[src/rtl/down_counter_ctrl_pkg.sv]
// rtl/down_counter_ctrl_pkg.sv - shared state encoding and width default for down_counter_ctrl
package down_counter_ctrl_pkg;

  localparam int DEFAULT_WIDTH = 3;

  typedef enum logic [1:0] {
    S_IDLE = 2'd0,
    S_RUN  = 2'd1,
    S_DONE = 2'd2
  } state_e;

endpackage

[src/rtl/T_FF.sv]
// rtl/T_FF.sv - toggle flip-flop cell with asynchronous active-low reset
module T_FF (
  input  logic clk,
  input  logic resetn,
  input  logic T,
  output logic Q
);

  always_ff @(posedge clk or negedge resetn) begin
    if (!resetn) begin
      Q <= 1'b0;
    end else if (T) begin
      Q <= ~Q;
    end
  end

endmodule

[src/rtl/down_counter_core.sv]
// rtl/down_counter_core.sv - loadable down-counter built from T_FF cells
module down_counter_core
  import down_counter_ctrl_pkg::*;
#(
  parameter int WIDTH = DEFAULT_WIDTH
) (
  input  logic             clk,
  input  logic             resetn,
  input  logic             load,
  input  logic [WIDTH-1:0] load_val,
  input  logic             dec,
  output logic [WIDTH-1:0] q
);

  logic [WIDTH-1:0] lower_zero;
  logic [WIDTH-1:0] t;

  // A bit borrows (toggles) on decrement only when every bit below it is 0.
  assign lower_zero[0] = 1'b1;

  genvar gi;
  generate
    for (gi = 1; gi < WIDTH; gi++) begin : g_borrow
      assign lower_zero[gi] = ~|q[gi-1:0];
    end
  endgenerate

  // Loading toggles exactly the bits that differ from load_val.
  assign t = load ? (q ^ load_val) : ({WIDTH{dec}} & lower_zero);

  generate
    for (gi = 0; gi < WIDTH; gi++) begin : g_bit
      T_FF u_tff (
        .clk    (clk),
        .resetn (resetn),
        .T      (t[gi]),
        .Q      (q[gi])
      );
    end
  endgenerate

endmodule

[src/rtl/down_counter_ctrl.sv]
// rtl/down_counter_ctrl.sv - iteration down-counter with IDLE/RUN/DONE control FSM
module down_counter_ctrl
  import down_counter_ctrl_pkg::*;
#(
  parameter int WIDTH = DEFAULT_WIDTH
) (
  input  logic             clk,
  input  logic             resetn,
  input  logic             start,
  input  logic [WIDTH-1:0] load_val,
  input  logic             count_down,
  output logic [WIDTH-1:0] count,
  output logic             busy,
  output logic             zero,
  output logic             done
);

  state_e state_q, state_d;
  logic   busy_q, done_q;
  logic   load_en;
  logic   dec_en;

  assign load_en = start & (state_q == S_IDLE);
  assign dec_en  = count_down & (state_q == S_RUN);

  always_comb begin
    state_d = state_q;
    case (state_q)
      S_IDLE: begin
        if (start) begin
          state_d = (load_val != '0) ? S_RUN : S_DONE;
        end
      end
      S_RUN: begin
        if (count_down && (count == WIDTH'(1))) begin
          state_d = S_DONE;
        end
      end
      S_DONE:  state_d = S_IDLE;
      default: state_d = S_IDLE;
    endcase
  end

  // busy/done are registered from the next state so they never glitch.
  always_ff @(posedge clk or negedge resetn) begin
    if (!resetn) begin
      state_q <= S_IDLE;
      busy_q  <= 1'b0;
      done_q  <= 1'b0;
    end else begin
      state_q <= state_d;
      busy_q  <= (state_d == S_RUN);
      done_q  <= (state_d == S_DONE);
    end
  end

  down_counter_core #(
    .WIDTH (WIDTH)
  ) u_core (
    .clk      (clk),
    .resetn   (resetn),
    .load     (load_en),
    .load_val (load_val),
    .dec      (dec_en),
    .q        (count)
  );

  assign busy = busy_q;
  assign done = done_q;
  assign zero = (count == '0);

endmodule

[config.mk]
export PLATFORM = sky130hd
export DESIGN_NAME = down_counter_ctrl
export DESIGN_NICKNAME = d
export VERILOG_FILES = /design/src/rtl/down_counter_ctrl_pkg.sv /design/src/rtl/T_FF.sv /design/src/rtl/down_counter_core.sv /design/src/rtl/down_counter_ctrl.sv
export SDC_FILE = /design/constraint.sdc
export NUM_CORES = 1
export LEC_CHECK = 0
export ABC_CLOCK_PERIOD_IN_PS = 1900
export CORE_AREA = 2 2 39 41
export DETAILED_ROUTE_END_ITERATION = 10
export DIE_AREA = 0 0 41 43
export GPL_TIMING_DRIVEN = 1
export PLACE_DENSITY_LB_ADDON = 0.08
export SYNTH_ARGS = -nofsm -noshare
export SYNTH_HDL_FRONTEND = slang
export SYNTH_HIERARCHICAL = 1
export SYNTH_SLANG_ARGS = --single-unit
[constraint.sdc]
create_clock -name clk -period 1.9 [get_ports clk]
set_clock_uncertainty 0.1 [all_clocks]
set_input_delay 0.285 -clock clk [delete_from_list [all_inputs] [get_ports clk]]
set_output_delay 0.285 -clock clk [all_outputs]
set_load 0.1 [all_outputs]
* After elaboration in Yosys (flattened, before gate mapping)
Cells that the tools add are included.
** Word-level totals
- Input bits :: 7
- Logic and storage cells :: 29
- Output and inout bits :: 6
- Flip-flop bits (word level) :: 7
** Cells by class
- Bitwise operators :: 7
- Muxes and demuxes :: 5
- Reductions and logical operators :: 7
- Equality and inequality tests :: 4
** Operators with widths (number)
- two-way mux 2 bit :: 3
- equality test 2 x 1 -> 1 bit, second input constant :: 2
- one-hot mux 2 bit (2 select lines) :: 1
- bitwise AND 3 bit :: 1
- equality test 3 x 1 -> 1 bit, second input constant :: 1
- logical NOT 3 bit :: 1
- two-way mux 3 bit :: 1
- inverter 1 bit :: 3
- nonzero test 3 bit :: 1
- XOR 3 bit :: 1
- bitwise AND 1 bit :: 2
- equality test 2 bit, second input constant :: 1
- logical NOT 1 bit :: 2
- logical NOT 2 bit :: 1
- OR reduction 2 bit :: 1
- logical AND 1 bit :: 1

* Longest topological paths before layout
- Word-level depth :: 5
- Gate-level depth with buffers :: 5
- Gate-level depth less buffers :: 5

* Cells and area by module
Netlist, hierarchy kept.
** Modules (own cells, without submodules)
- down_counter_ctrl :: area an instance 193.9 um^2, instances 1, cells an instance 16
- T_FF :: area an instance 33.8 um^2, instances 3, cells an instance 2
- down_counter_core :: area an instance 73.8 um^2, instances 1, cells an instance 9

* Worst setup path after synthesis
No wires, ideal clock.
- Path kind :: register -> output
- Start :: register u_core.g_bit[0].u_tff.Q
- End :: output port zero
- Data arrival time :: 3.030 ns
- Cell stages (with the launch flop) :: 2
- Path buffers :: 0
- Slack :: -1.515 ns
- Cells stage by stage :: dfrtp_1 nor3_1
** On the way
- Word-level cells in the longest chain between the ends :: 1
** RTL lines
- from (decl) :: RTL line T_FF.sv:6 : output logic Q
- from (signal assigned) :: RTL line T_FF.sv:13 : Q <= ~Q;
- logical NOT 3 bit :: RTL line down_counter_ctrl.sv:70 : assign zero = (count == '0);
- to (decl) :: RTL line down_counter_ctrl.sv:14 : output logic zero,
No other way between the ends.

* Final worst setup path
- Start :: input port start
- End :: register u_core.g_bit[1].u_tff.Q
** On the way
- Word-level cells in the longest chain between the ends :: 2
** RTL lines
- from (decl) :: RTL line down_counter_ctrl.sv:9 : input logic start,
- bitwise AND 1 bit :: RTL line down_counter_ctrl.sv:23 : assign load_en = start & (state_q == S_IDLE);
- via load_en :: RTL line down_counter_ctrl.sv:20 : logic load_en;
- two-way mux 3 bit :: RTL line down_counter_core.sv:29 : assign t = load ? (q ^ load_val) : ({WIDTH{dec}} & lower_zero);
- via u_core.t[1] :: RTL line down_counter_core.sv:16 : logic [WIDTH-1:0] t;
- to (signal assigned) :: RTL line T_FF.sv:13
- to (decl) :: RTL line T_FF.sv:6
The timed path passes the listed nets, and every way through them passes these cells.
A chain may end at the register's enable or synchronous reset.

==> flow_summary.json <==
{
  "status": "complete, no violations",
  "drc": 0,
  "grt_pass1_wl_microns": 1270,
  "hold_viol": 0,
  "tns_ps": 0,
  "core_area_sq_mm": 0.00138,
  "cts-root-buf": "clkbuf_4",
  "synth_cells": 31,
  "maxCapViolCount": 0,
  "crit_slowest_cell": "clkdlybuf4s50_1",
  "cp.required_ps": 1920,
  "grt_usage": 0.117,
  "finalCriticalPeriod_ps": 1590,
  "grt_max_degree": 8,
  "hold_buffers": 0,
  "area_growth_pct": 60.7,
  "cts_buffers": 3,
  "busiest_layer": "met1",
  "crit_cells": 6,
  "timing.slew.headroom": 0.679,
  "arrival_ps": 1610,
  "ff2ff_path_depth": 5,
  "synth_area_sq_um": 369,
  "layout.nets": 56,
  "ant_nets": 0,
  "hold_class": "in2async",
  "instances_no_fill": 64,
  "gr-usage-met1": 0.160,
  "path_clk_slew_ps": 50,
  "regArea_sq_um": 179,
  "grt_setup_unrepaired": "false",
  "crit_chain": "clkdlybuf4s50_1 > or3b_4 > clkinv_2 > nor3b_1 > a21o_2 > xor2_1",
  "critPathMaxStageDelay_ps": 450,
  "met2_usage": 0.144,
  "cts_tree": "done",
  "cts_resized": 0,
  "cts_setup_buffers": 0,
  "slew_viol_final": 0,
  "initial_core_util": 0.267,
  "drtIter0Drc": 1,
  "clock_path_buffers": 2,
  "setup_violations": 0,
  "worstMarginPinSlew_ps": 478,
  "drive_above_1_share": 0.458,
  "hold-worst-slack_ps": 201,
  "num_antenna_cells": 0,
  "post-route-period-util": 0.835,
  "vias": 305,
  "num_io_pins": 13,
  "crit_buf_inv": 2,
  "use_met3": 0.0314,
  "nFillCells": 133,
  "pre_cts_slack_ps": 64.4,
  "dr.pass1.iters": 4,
  "die_y_microns": 43,
  "yosysSeqAreaShare": 0.475,
  "clock_sink_count": 7,
  "synth_cell_type_count": 17,
  "path_class": "in2reg",
  "wl_per_cell_microns": 12.5,
  "ys.warnings.count": 6,
  "finalWorstSetupSlack_ps": 313,
  "rows": 14,
  "routed_wl_microns": 800,
  "syn_nets": 38,
  "fmax_mhz": 630,
  "dieArea_sq_mm": 0.00176,
  "critPathMaxFanout": 6,
  "grt_overflow": 0,
  "multi_input_area_sq_um": 193,
  "dp_cells": 60,
  "ys_seq_elements": 7,
  "start_kind": "input pin",
  "cts.htree.levels": 1,
  "via_per_inst": 4.77,
  "end_kind": "register",
  "path_delay_family": "buffers and inverters",
  "port_buffers": 12,
  "place_congestion": 0.667,
  "grt_pass1_vias": 293,
  "insertion_delay_ps": 240,
  "die_w_microns": 41,
  "antenna_found_initial": 0,
  "syn_area_per_cell_sq_um": 11.9
}
==> area by class of cell <==
type	count	area share
Tap cell	16	0.0338
Timing Repair Buffer	13	0.274
Clock buffer	4	0.0443
Multi-Input combinational cell	21	0.325
Inverter	3	0.0211
Sequential cell	7	0.302
==> metrics by stage <==
stage / utilization / area (sq um)
2_1_floorplan: - / 384
3_3_place_gp: 0.410 / 567
3_5_place_dp: 0.410 / 567
4_1_cts: 0.429 / 593
5_1_grt: 0.429 / 593
6_report: 0.429 / 593
==> layout by cell type (no fill, tap or decap), types with 2 or more instances in the layout <==
cell and count:
buf_12 4, clkdlybuf4s50_1 6, o32ai_1 2, buf_4 3
dfrtp_1 4, xor2_1 5, clkbuf_4 3, a32o_2 2
dfrtp_2 3, inv_1 2
==> metal layers <==
layer / vias up / wire length [microns]
li1: 149 / -
met1: 144 / 356
met2: 12 / 390
met3: 0 / 53
met4: 0 / 0
met5: - / 0
==> kinds of logic after synthesis <==
family | share of synthesized area
flip-flops | 0.475
XOR/XNOR | 0.142
buffers and inverters | 0.0339
AO/OA/AOI/OAI | 0.166
AND/OR/NAND/NOR | 0.183
==> synth_stat cells <==
master / count / area [sq um]
a21o_1: 1 / 7.51
a21o_2: 1 / 8.76
a21oi_1: 1 / 5.00
a32o_2: 2 / 22.5
and3_2: 1 / 7.51
and4bb_2: 1 / 12.5
clkinv_2: 1 / 5.00
dfrtp_1: 7 / 175
inv_1: 2 / 7.51
nor2_1: 1 / 3.75
nor3_1: 2 / 10.0
nor3b_1: 1 / 7.51
nor4b_2: 1 / 15.0
o32ai_1: 2 / 17.5
or3b_4: 1 / 11.3
xnor2_1: 1 / 8.76
xor2_1: 5 / 43.8
==> flip-flops by register name, summed over array words and instances (netlist names) <==
register,count
done,1
state_q,2
u_core/g_bit.u_tff/Q,3
busy,1
==> worst paths after layout <==
check                           slack, ps                 start                                   to
worst max register to register        350  state_q[0]$_DFF_PN0_  u_core/g_bit[1].u_tff/Q$_DFFE_PN0P_
min in group clk                      430  state_q[1]$_DFF_PN0_                       busy$_DFF_PN0_
worst max-delay path                  310                 start  u_core/g_bit[1].u_tff/Q$_DFFE_PN0P_
max in group asynchronous            1240                resetn  u_core/g_bit[0].u_tff/Q$_DFFE_PN0P_
worst min register to register        430  state_q[1]$_DFF_PN0_                       busy$_DFF_PN0_
worst min-delay path                  200                resetn                 state_q[0]$_DFF_PN0_
Power is not shown: default switching activity piles up to over one toggle a cycle in this logic, so the estimate is an artifact.
